## src/rtl/mc_pkg.sv

```systemverilog
// Shared drive-state encoding and default sizing for the multi-channel H-bridge controller.
// Default values describe a 2-channel, 11-bit command, 1024-clock PWM configuration.
package mc_pkg;

  typedef enum logic [1:0] {
    ST_STOP = 2'd0,
    ST_FWD  = 2'd1,
    ST_REV  = 2'd2,
    ST_DEAD = 2'd3
  } mc_state_e;

  localparam int NUM_CH_DEF    = 2;
  localparam int CMD_W_DEF     = 11;
  localparam int RAMP_STEP_DEF = 16;
  localparam int DEADTIME_DEF  = 8;

endpackage

```

## src/rtl/mc_channel.sv

```systemverilog
// One H-bridge channel: slew-limited applied command, PWM duty, dead-time FSM, registered pins.
// Pins follow the shared counter and drive state by one clock.
module mc_channel
  import mc_pkg::*;
#(
  parameter int CMD_W     = CMD_W_DEF,
  parameter int RAMP_STEP = RAMP_STEP_DEF,
  parameter int DEADTIME  = DEADTIME_DEF
) (
  input  logic                    clk,
  input  logic                    rst,
  input  logic [CMD_W-2:0]        i_cnt,
  input  logic                    i_tick,
  input  logic signed [CMD_W-1:0] i_tgt,
  input  logic                    i_coast,
  output logic                    o_fwd,
  output logic                    o_rev,
  output logic                    o_at_target
);

  localparam int PWM_W = CMD_W - 1;
  localparam int DC_W  = (DEADTIME > 1) ? $clog2(DEADTIME) : 1;
  localparam logic signed [CMD_W:0] STEP = (CMD_W+1)'(RAMP_STEP);

  logic signed [CMD_W-1:0] r_cur;
  logic signed [CMD_W-1:0] w_cur_nxt;
  logic signed [CMD_W:0]   w_cur_x, w_tgt_x, w_up, w_dn;
  logic [CMD_W-1:0]        w_neg;
  logic [PWM_W-1:0]        w_duty;
  logic                    w_pwm;
  mc_state_e               r_state, w_state_nxt, w_desired;
  logic [DC_W-1:0]         r_dcnt, w_dcnt_nxt;
  logic                    r_fwd, r_rev, r_at;
  logic                    w_fwd_nxt, w_rev_nxt;

  // Ramp in one extra bit so cur+/-STEP cannot wrap before the clamp.
  assign w_cur_x = {r_cur[CMD_W-1], r_cur};
  assign w_tgt_x = {i_tgt[CMD_W-1], i_tgt};
  assign w_up    = w_cur_x + STEP;
  assign w_dn    = w_cur_x - STEP;

  always_comb begin
    w_cur_nxt = r_cur;
    if (w_tgt_x > w_cur_x)
      w_cur_nxt = (w_up > w_tgt_x) ? i_tgt : w_up[CMD_W-1:0];
    else if (w_tgt_x < w_cur_x)
      w_cur_nxt = (w_dn < w_tgt_x) ? i_tgt : w_dn[CMD_W-1:0];
  end

  // Negating the most negative command leaves its sign bit set: saturate that case.
  assign w_neg  = -r_cur;
  assign w_duty = !r_cur[CMD_W-1] ? r_cur[PWM_W-1:0] :
                  (w_neg[CMD_W-1] ? '1 : w_neg[PWM_W-1:0]);
  assign w_pwm  = (i_cnt < w_duty);

  always_comb begin
    w_desired = ST_FWD;
    if (r_cur == '0)
      w_desired = ST_STOP;
    else if (r_cur[CMD_W-1])
      w_desired = ST_REV;
  end

  always_ff @(posedge clk or posedge rst) begin
    if (rst) begin
      r_cur   <= '0;
      r_state <= ST_STOP;
      r_dcnt  <= '0;
      r_fwd   <= 1'b0;
      r_rev   <= 1'b0;
      r_at    <= 1'b0;
    end else begin
      if (i_tick)
        r_cur <= w_cur_nxt;
      r_state <= w_state_nxt;
      r_dcnt  <= w_dcnt_nxt;
      r_fwd   <= w_fwd_nxt;
      r_rev   <= w_rev_nxt;
      r_at    <= (r_cur == i_tgt);
    end
  end

  // DEAD exits on a fixed count; the destination is whatever is desired at exit.
  always_comb begin
    w_state_nxt = r_state;
    w_dcnt_nxt  = '0;
    w_fwd_nxt   = 1'b0;
    w_rev_nxt   = 1'b0;
    case (r_state)
      ST_DEAD: begin
        if (r_dcnt == DC_W'(DEADTIME - 1))
          w_state_nxt = w_desired;
        else
          w_dcnt_nxt = r_dcnt + 1'b1;
      end
      default: begin
        if (w_desired != r_state)
          w_state_nxt = ST_DEAD;
      end
    endcase
    case (r_state)
      ST_STOP: begin
        w_fwd_nxt = ~i_coast;
        w_rev_nxt = ~i_coast;
      end
      ST_FWD:  w_fwd_nxt = w_pwm;
      ST_REV:  w_rev_nxt = w_pwm;
      default: ;
    endcase
  end

  assign o_fwd       = r_fwd;
  assign o_rev       = r_rev;
  assign o_at_target = r_at;

endmodule

```

## src/rtl/multi_motor_cntrl.sv

```systemverilog
// Multi-channel H-bridge PWM controller: shared free-running counter plus one mc_channel per motor.
// Bridge pins are registered; period_tick is decoded from the counter in the same clock.
module multi_motor_cntrl
  import mc_pkg::*;
#(
  parameter int NUM_CH    = NUM_CH_DEF,
  parameter int CMD_W     = CMD_W_DEF,
  parameter int RAMP_STEP = RAMP_STEP_DEF,
  parameter int DEADTIME  = DEADTIME_DEF
) (
  input  logic                    clk,
  input  logic                    rst,
  input  logic                    en,
  input  logic [NUM_CH*CMD_W-1:0] cmd,
  input  logic [NUM_CH-1:0]       coast,
  output logic [NUM_CH-1:0]       fwd,
  output logic [NUM_CH-1:0]       rev,
  output logic                    period_tick,
  output logic [NUM_CH-1:0]       at_target
);

  localparam int PWM_W = CMD_W - 1;

  logic [PWM_W-1:0] r_cnt;

  always_ff @(posedge clk or posedge rst) begin
    if (rst)
      r_cnt <= '0;
    else
      r_cnt <= r_cnt + 1'b1;
  end

  assign period_tick = &r_cnt;

  for (genvar i = 0; i < NUM_CH; i++) begin : g_ch
    logic signed [CMD_W-1:0] w_tgt;

    // Dropping en zeroes the target only, so the channel still ramps down.
    assign w_tgt = en ? cmd[i*CMD_W +: CMD_W] : '0;

    mc_channel #(
      .CMD_W     (CMD_W),
      .RAMP_STEP (RAMP_STEP),
      .DEADTIME  (DEADTIME)
    ) u_ch (
      .clk         (clk),
      .rst         (rst),
      .i_cnt       (r_cnt),
      .i_tick      (period_tick),
      .i_tgt       (w_tgt),
      .i_coast     (coast[i]),
      .o_fwd       (fwd[i]),
      .o_rev       (rev[i]),
      .o_at_target (at_target[i])
    );
  end

endmodule

```

## config.mk

```make
export PLATFORM = sky130hd
export DESIGN_NAME = multi_motor_cntrl
export DESIGN_NICKNAME = d
export VERILOG_FILES = /design/src/rtl/mc_pkg.sv /design/src/rtl/mc_channel.sv /design/src/rtl/multi_motor_cntrl.sv
export SDC_FILE = /design/constraint.sdc
export NUM_CORES = 1
export LEC_CHECK = 0
export BUFFER_PORTS_ARGS = -buffer_cell sky130_fd_sc_hd__buf_2
export CAP_MARGIN = 20
export CORE_MARGIN = 1.5
export CORE_UTILIZATION = 40
export DETAILED_ROUTE_END_ITERATION = 16
export PLACE_DENSITY = 0.66
export SLEW_MARGIN = 20
export SYNTH_ARGS = -nofsm -noshare
export SYNTH_HDL_FRONTEND = slang
export SYNTH_SLANG_ARGS = --single-unit
```

## constraint.sdc

```tcl
create_clock -name clk -period 3.98 [get_ports clk]
set_clock_uncertainty 0.05 [all_clocks]
set_input_delay 0.597 -clock clk [delete_from_list [all_inputs] [get_ports clk]]
set_output_delay 0.597 -clock clk [all_outputs]
set_load 0.05 [all_outputs]
```

==> impl_metrics.ini, run 1 <==
[power]
max-vdd-ir-drop_mv = 0.146
p_leak_nw = 2.87
pwr_density_cell_mw_per_mm2 = 218

[place]
gp_congestion = 0.914
dp_worst_setup_slack_ps = 436
postPlaceCellArea_mm2 = 0.00561
dp_cells = 830
place.port_buffers = 33
place.detailed.hpwl_mm = 10.6

[timing]
final_hold_viols = 0
setup_ws_ps = 375
clock.fmax_mhz = 277
finalSetupTns_ps = 0
grt_setup_unrepaired = no
finalSetupViolations = 0
report.final.slew_viol_count = 0
relSlewSlack_pct = 42.8
fin_crit_sh_pct = 90.6
finalCriticalPeriod_ps = 3610
worstMarginPinSlew_ps = 858

[setup_path]
rr_startpoint = g_ch[0].u_ch.r_cur[4]$_DFFE_PP0P_
timing.critical_path.mode_cell = a21oi_1
ff2ff_path_depth = 15
path_class = flop to flop
crit_chain = inv_1, ha_1, nand4bb_1, or3_1, or3_1, a21oi_1, o22ai_1, ha_1, o21ai_0, nand2b_1, a21oi_1, nor2_1, a21oi_1, nand2_1, o31ai_1
critical_path.slowest_cell = dfrtp_1
critPathArrivalTime_ps = 3750
cp.depth = 15
cp-startpoint = g_ch[0].u_ch.r_cur[4]$_DFFE_PP0P_
crit_path_max_incr_delay_ps = 460
worst_path_dominant_cell_family = simple AND/OR/NAND/NOR gates
cp.required_ps = 4120
critical_path.endpoint_type = flop
critPathLaunchType = flop
critPathBufInv = 1
timing.critical_path.fanout_max = 9

[cells_and_area]
filler_cell_count = 1230
antenna_cells = 0
areaGrowthSynthToFinish_pct = 9.66
final_layout_size_suffix_gt1_share_pct = 9.76
instances_no_fill = 838
design_area_mm2 = 0.00582
area_taken_by_multi_input_logic_gates_mm2 = 0.00377
regArea_mm2 = 0.00120
postLayoutCoreUtil_pct = 45.6
nNetsFinal = 785

[synth]
yosysWarningCount = 0
synth_cell_types = 65
synth-seq-cells = 48
synth.top_cell.area_share_pct = 22.6
syn_area_mm2 = 0.00531
netlist.top_cell.by_area = dfrtp_1
synth.most_common_cell = ha_1
synth_common_cells = 93 x ha_1, 76 x nand2_1, 57 x inv_1, 48 x dfrtp_1, 45 x a21oi_1
synth.top_cells.by_area = dfrtp_1 23%, ha_1 22%, nand2_1 5.4%
synth_nets = 766
postSynthAreaPerCell_um2 = 8.22
postSynth.topFlopCell = dfrtp_1
synth_async_sr_flop_share_pct = 100
synth_edf_count = 0
synth-seq-area-share_pct = 22.6
cells_after_synth = 646

[clocking]
ctsLongestPathBuffers = 2
numClockSinks = 48
ctsHtreeMaxLevel = 2
insertion_delay_ps = 290
clock-root-buffer = clkbuf_16
hold_buffers = 0
clock_tree_from_tritoncts = done
cts_post_setup_buffers_inserted = 0
cts_made_buffers = 5
clk_pin_slew_worst_paths_ps = 70
postCtsResizedCells = 0

[routing]
drt_drc_violations_left = 0
drt_pre_antenna_iters = 6
finalWirelength_mm = 13.1
antenna_left = 0
viasPerCell = 5.71
dr_total_vias = 4785
detail_route.wl_per_cell_um = 15.6
dr.first_iter.drc_count = 312

[flow_run]
cap_violations = 0

[floorplan]
i_o_pin_count = 34
initial_cell_density_of_the_core_pct = 41.6
placementRows = 41
dieWidth_um = 118
floorplan.die.height_um = 118
core_region_area_mm2 = 0.0128
fp.dieArea_mm2 = 0.0140

[worst_hold_path]
timing.hold.worst_path_depth = 1
hp-start = g_ch[0].u_ch.r_dcnt[0]$_DFF_PP0_
hold_path_class = flop to flop

[global_route]
gr-total-overflow = 0
grt.total_usage_pct = 19.4
vias_in_the_first_global_route = 4699
grt_antenna_before_repair = 0
grt_start_max_net_pins = 49
grt_first_pass_wirelength_mm = 22.4

[run_status]
run_status = finished clean
-- where the power goes --
| group | internal (W) | total (W) | leakage (nW) | switching [W] |
|---|---|---|---|---|
| clock | 0.000424 | 0.000613 | 0.104 | 0.000190 |
| combinational | 0.0000648 | 0.000169 | 2.20 | 0.000104 |
| sequential | 0.000488 | 0.000488 | 0.567 | 0.000000000573 |
-- metrics by stage --
stage	power (W)	hold slack (ps)
after global placement	0.000657	375
after global routing	0.00133	416
after CTS	0.00128	398
final	0.00127	392
after floorplan	0.000618	363
after detailed placement	0.000664	390
-- placed cells by master (no fill, tap or decap), drive strengths merged, types with 7 or more instances in the layout --
| cell type | count |
|---|---|
| a21oi | 46 |
| xnor2 | 22 |
| o22ai | 12 |
| mux2i | 18 |
| nand4 | 16 |
| buf | 38 |
| or3 | 7 |
| nand3 | 19 |
| a21o | 14 |
| nand2b | 8 |
| o21ai | 30 |
| o211ai | 18 |
| and3 | 7 |
| nand2 | 76 |
| inv | 56 |
| nor2b | 11 |
| ha | 93 |
| a211oi | 9 |
| nor2 | 32 |
| nor3 | 16 |
| dfrtp | 48 |
-- area by class of cell --
| type | instances | area share, % |
|---|---|---|
| Clock buffer | 5 | 2.15 |
| Clock inverter | 3 | 1.55 |
| Inverter | 57 | 3.70 |
| Multi-Input combinational cell | 515 | 64.8 |
| Sequential cell | 48 | 20.6 |
| Tap cell | 172 | 3.70 |
| Timing Repair Buffer | 38 | 3.48 |
-- path summary, 6_finish.rpt --
path	endpoint	slack [ps]
max reg2reg	g_ch[0].u_ch.o_fwd$_DFF_PP0_	370
min	g_ch[0].u_ch.r_dcnt[0]$_DFF_PP0_	390
min reg2reg	g_ch[0].u_ch.r_dcnt[0]$_DFF_PP0_	390
max	g_ch[0].u_ch.o_fwd$_DFF_PP0_	370
min in group asynchronous	g_ch[0].u_ch.o_rev$_DFF_PP0_	400
max in group asynchronous	g_ch[1].u_ch.r_cur[6]$_DFFE_PP0P_	2980
-- worst register-to-register path, stage by stage (launching register included) --
cell,delay [ps]
dfrtp_1,460
inv_1,270
ha_1,200
nand4bb_1,130
or3_1,390
or3_1,450
a21oi_1,170
o22ai_1,100
ha_1,300
o21ai_0,170
nand2b_1,90
a21oi_1,190
nor2_1,90
a21oi_1,140
nand2_1,90
o31ai_1,210
-- routing by layer --
metal	wire length [um]	part of all wire, %	GRT usage, %	vias to the layer above
met1	6090	47	25.2	2258
li1	-	-	-	2369
met4	214	1.6	6.40	0
met2	6280	48	33.0	133
met5	0	0	0	-
met3	494	3.8	2.75	25
-- sequential cells by signal, summed over array words and instances (netlist names) --
name and count:
g_ch.u_ch.o_rev 2, r_cnt 10, g_ch.u_ch.r_state 4, g_ch.u_ch.o_fwd 2, g_ch.u_ch.o_at_target 2, g_ch.u_ch.r_cur 22
g_ch.u_ch.r_dcnt 6
-- cell families (layout without fill, tap and decap cells) --
logic type,count (synthesis),after routing,share of synthesized area [%]
AO/OA/AOI/OAI,167,167,20.8
XOR/XNOR,26,26,4.29
adder cells (fa/ha/maj),93,93,21.9
buffers and inverters,83,103,6.32
flip-flops,48,48,22.6
multiplexers,20,20,4.19
AND/OR/NAND/NOR,209,209,19.9
(Power assumes the default switching activity.)
==> inputs of run 2 (changes only) <==
Settings changed: CTS_BUF_LIST set to sky130_fd_sc_hd__clkbuf_4 sky130_fd_sc_hd__clkbuf_8.
==> impl_metrics.ini, run 2 (synthesis results as in run 1) <==
[clocking]
hold_buffers = 0
insertion_delay_ps = 310
ctsLongestPathBuffers = 2
ctsHtreeMaxLevel = 2
postCtsResizedCells = 0
cts_made_buffers = 5
cts_post_setup_buffers_inserted = 0
clk_pin_slew_worst_paths_ps = 100
numClockSinks = 48
clock_tree_from_tritoncts = done
clock-root-buffer = clkbuf_8

[power]
pwr_density_cell_mw_per_mm2 = 199
max-vdd-ir-drop_mv = 0.163
p_leak_nw = 2.85

[cells_and_area]
design_area_mm2 = 0.00577
largest_reg_flops = 22
layout_commonest_cell = ha_1
antenna_cells = 0
nNetsFinal = 785
layout.cells.most_common_list = 93 x ha_1, 76 x nand2_1, 56 x inv_1
areaGrowthSynthToFinish_pct = 8.60
filler_cell_count = 1244
largest-register = g_ch.u_ch.r_cur
final_layout_size_suffix_gt1_share_pct = 9.76
biggestRegsByFlops = g_ch.u_ch.r_cur (22), r_cnt (10), g_ch.u_ch.r_dcnt (6)

[floorplan]
placementRows = 41
i_o_pin_count = 34
initial_cell_density_of_the_core_pct = 41.6
fp.dieArea_mm2 = 0.0140
dieWidth_um = 118
floorplan.die.height_um = 118
core_region_area_mm2 = 0.0128

[place]
gp_congestion = 0.914
place.detailed.hpwl_mm = 10.6
dp_worst_setup_slack_ps = 436
place.port_buffers = 33
postPlaceCellArea_mm2 = 0.00561

[setup_path]
r2r_end = g_ch[0].u_ch.o_fwd$_DFF_PP0_
ff2ff_path_depth = 15
critPathArrivalTime_ps = 3730
rr_startpoint = g_ch[0].u_ch.r_cur[4]$_DFFE_PP0P_
critPathBufInv = 1
critical_path.slowest_cell = dfrtp_1
timing.critical_path.fanout_max = 9
critical_path.endpoint_type = flop
path_class = flop to flop
crit_path_max_incr_delay_ps = 470
critPathLaunchType = flop
worst_path_dominant_cell_family = simple AND/OR/NAND/NOR gates
cp.required_ps = 4130
cp.depth = 15
crit_chain = inv_1, ha_1, nand4bb_1, or3_1, or3_1, a21oi_1, o22ai_1, ha_1, o21ai_0, nand2b_1, a21oi_1, nor2_1, a21oi_1, nand2_1, o31ai_1
timing.critical_path.mode_cell = a21oi_1
rrSetupSlack_ps = 400

[routing]
viasPerCell = 5.63
drt_drc_violations_left = 0
antenna_left = 0
dr.first_iter.drc_count = 312
finalWirelength_mm = 12.9
dr_total_vias = 4718
detail_route.wl_per_cell_um = 15.4
drt_pre_antenna_iters = 4

[timing]
final_hold_viols = 0
report.final.slew_viol_count = 0
relSlewSlack_pct = 42.7
clock.fmax_mhz = 280
setup_ws_ps = 403
fin_crit_sh_pct = 89.9
holdWs_ps = 374
finalCriticalPeriod_ps = 3580
grt_setup_unrepaired = no
finalSetupViolations = 0
finalSetupTns_ps = 0
worstMarginPinSlew_ps = 858

[global_route]
gr-total-overflow = 0
grt_antenna_before_repair = 0
grt.total_usage_pct = 19.1
grt_start_max_net_pins = 49
vias_in_the_first_global_route = 4675
grt_first_pass_wirelength_mm = 22.1

[run_status]
run_status = finished clean

[flow_run]
cap_violations = 0

[worst_hold_path]
hold_path_class = primary input to async pin
==> run 2: cell counts in the layout (fill, tap and decap cells not counted) <==
Identical to the previous run, type by type.
==> run 2: how the worst max path moves through the flow <==
stage / from / slack, ps / endpoint
after global routing: g_ch[1].u_ch.r_cur[1]$_DFFE_PP0P_ / 80 / g_ch[1].u_ch.o_rev$_DFF_PP0_
after floorplan: g_ch[0].u_ch.r_cur[4]$_DFFE_PP0P_ / 780 / g_ch[0].u_ch.o_fwd$_DFF_PP0_
after CTS: g_ch[0].u_ch.r_cur[4]$_DFFE_PP0P_ / 420 / g_ch[0].u_ch.o_fwd$_DFF_PP0_
after global placement: g_ch[0].u_ch.r_cur[4]$_DFFE_PP0P_ / 570 / g_ch[0].u_ch.o_fwd$_DFF_PP0_
final: g_ch[0].u_ch.r_cur[4]$_DFFE_PP0P_ / 400 / g_ch[0].u_ch.o_fwd$_DFF_PP0_
after detailed placement: g_ch[0].u_ch.r_cur[4]$_DFFE_PP0P_ / 440 / g_ch[0].u_ch.o_fwd$_DFF_PP0_
==> run 2: metal layers <==
| metal | vias up | track usage, % | wire length [um] |
|---|---|---|---|
| met5 | - | 0 | 0 |
| met2 | 114 | 32.6 | 6230 |
| met1 | 2225 | 24.8 | 5950 |
| met3 | 13 | 3.14 | 567 |
| met4 | 0 | 5.56 | 173 |
| li1 | 2366 | - | - |
==> run 2: power breakdown <==
group,leakage [nW],internal [W],total [W],switching [W]
sequential,0.567,0.000487,0.000487,0.000000000579
clock,0.0784,0.000314,0.000492,0.000178
combinational,2.20,0.0000648,0.000168,0.000104
total,2.85,0.000866,0.00115,0.000281
==> run 2: worst reg2reg max path, stage by stage, from the launching register on <==
cell and delay (ps):
dfrtp_1 470, inv_1 270, ha_1 200, nand4bb_1 140
or3_1 390, or3_1 450, a21oi_1 170, o22ai_1 100
ha_1 300, o21ai_0 150, nand2b_1 80, a21oi_1 180
nor2_1 90, a21oi_1 140, nand2_1 90, o31ai_1 210
==> run 2: stage by stage <==
| stage | utilization [%] | instances | power, W |
|---|---|---|---|
| after floorplan | - | 646 | 0.000618 |
| after global placement | 43.9 | 830 | 0.000657 |
| after detailed placement | 43.9 | 830 | 0.000664 |
| after CTS | 45.1 | 838 | 0.00116 |
| after global routing | 45.1 | 838 | 0.00120 |
| final | 45.1 | 838 | 0.00115 |
==> run 2: final cells by class <==
type | instances | area, um^2 | area share, %
clock buffers | 5 | 68.8 | 1.19
clock inverters | 3 | 90.1 | 1.56
inverters | 57 | 215 | 3.73
multi-input cells | 515 | 3770 | 65.4
flip-flops and latches | 48 | 1200 | 20.8
well taps | 172 | 215 | 3.73
repair buffers | 38 | 203 | 3.52
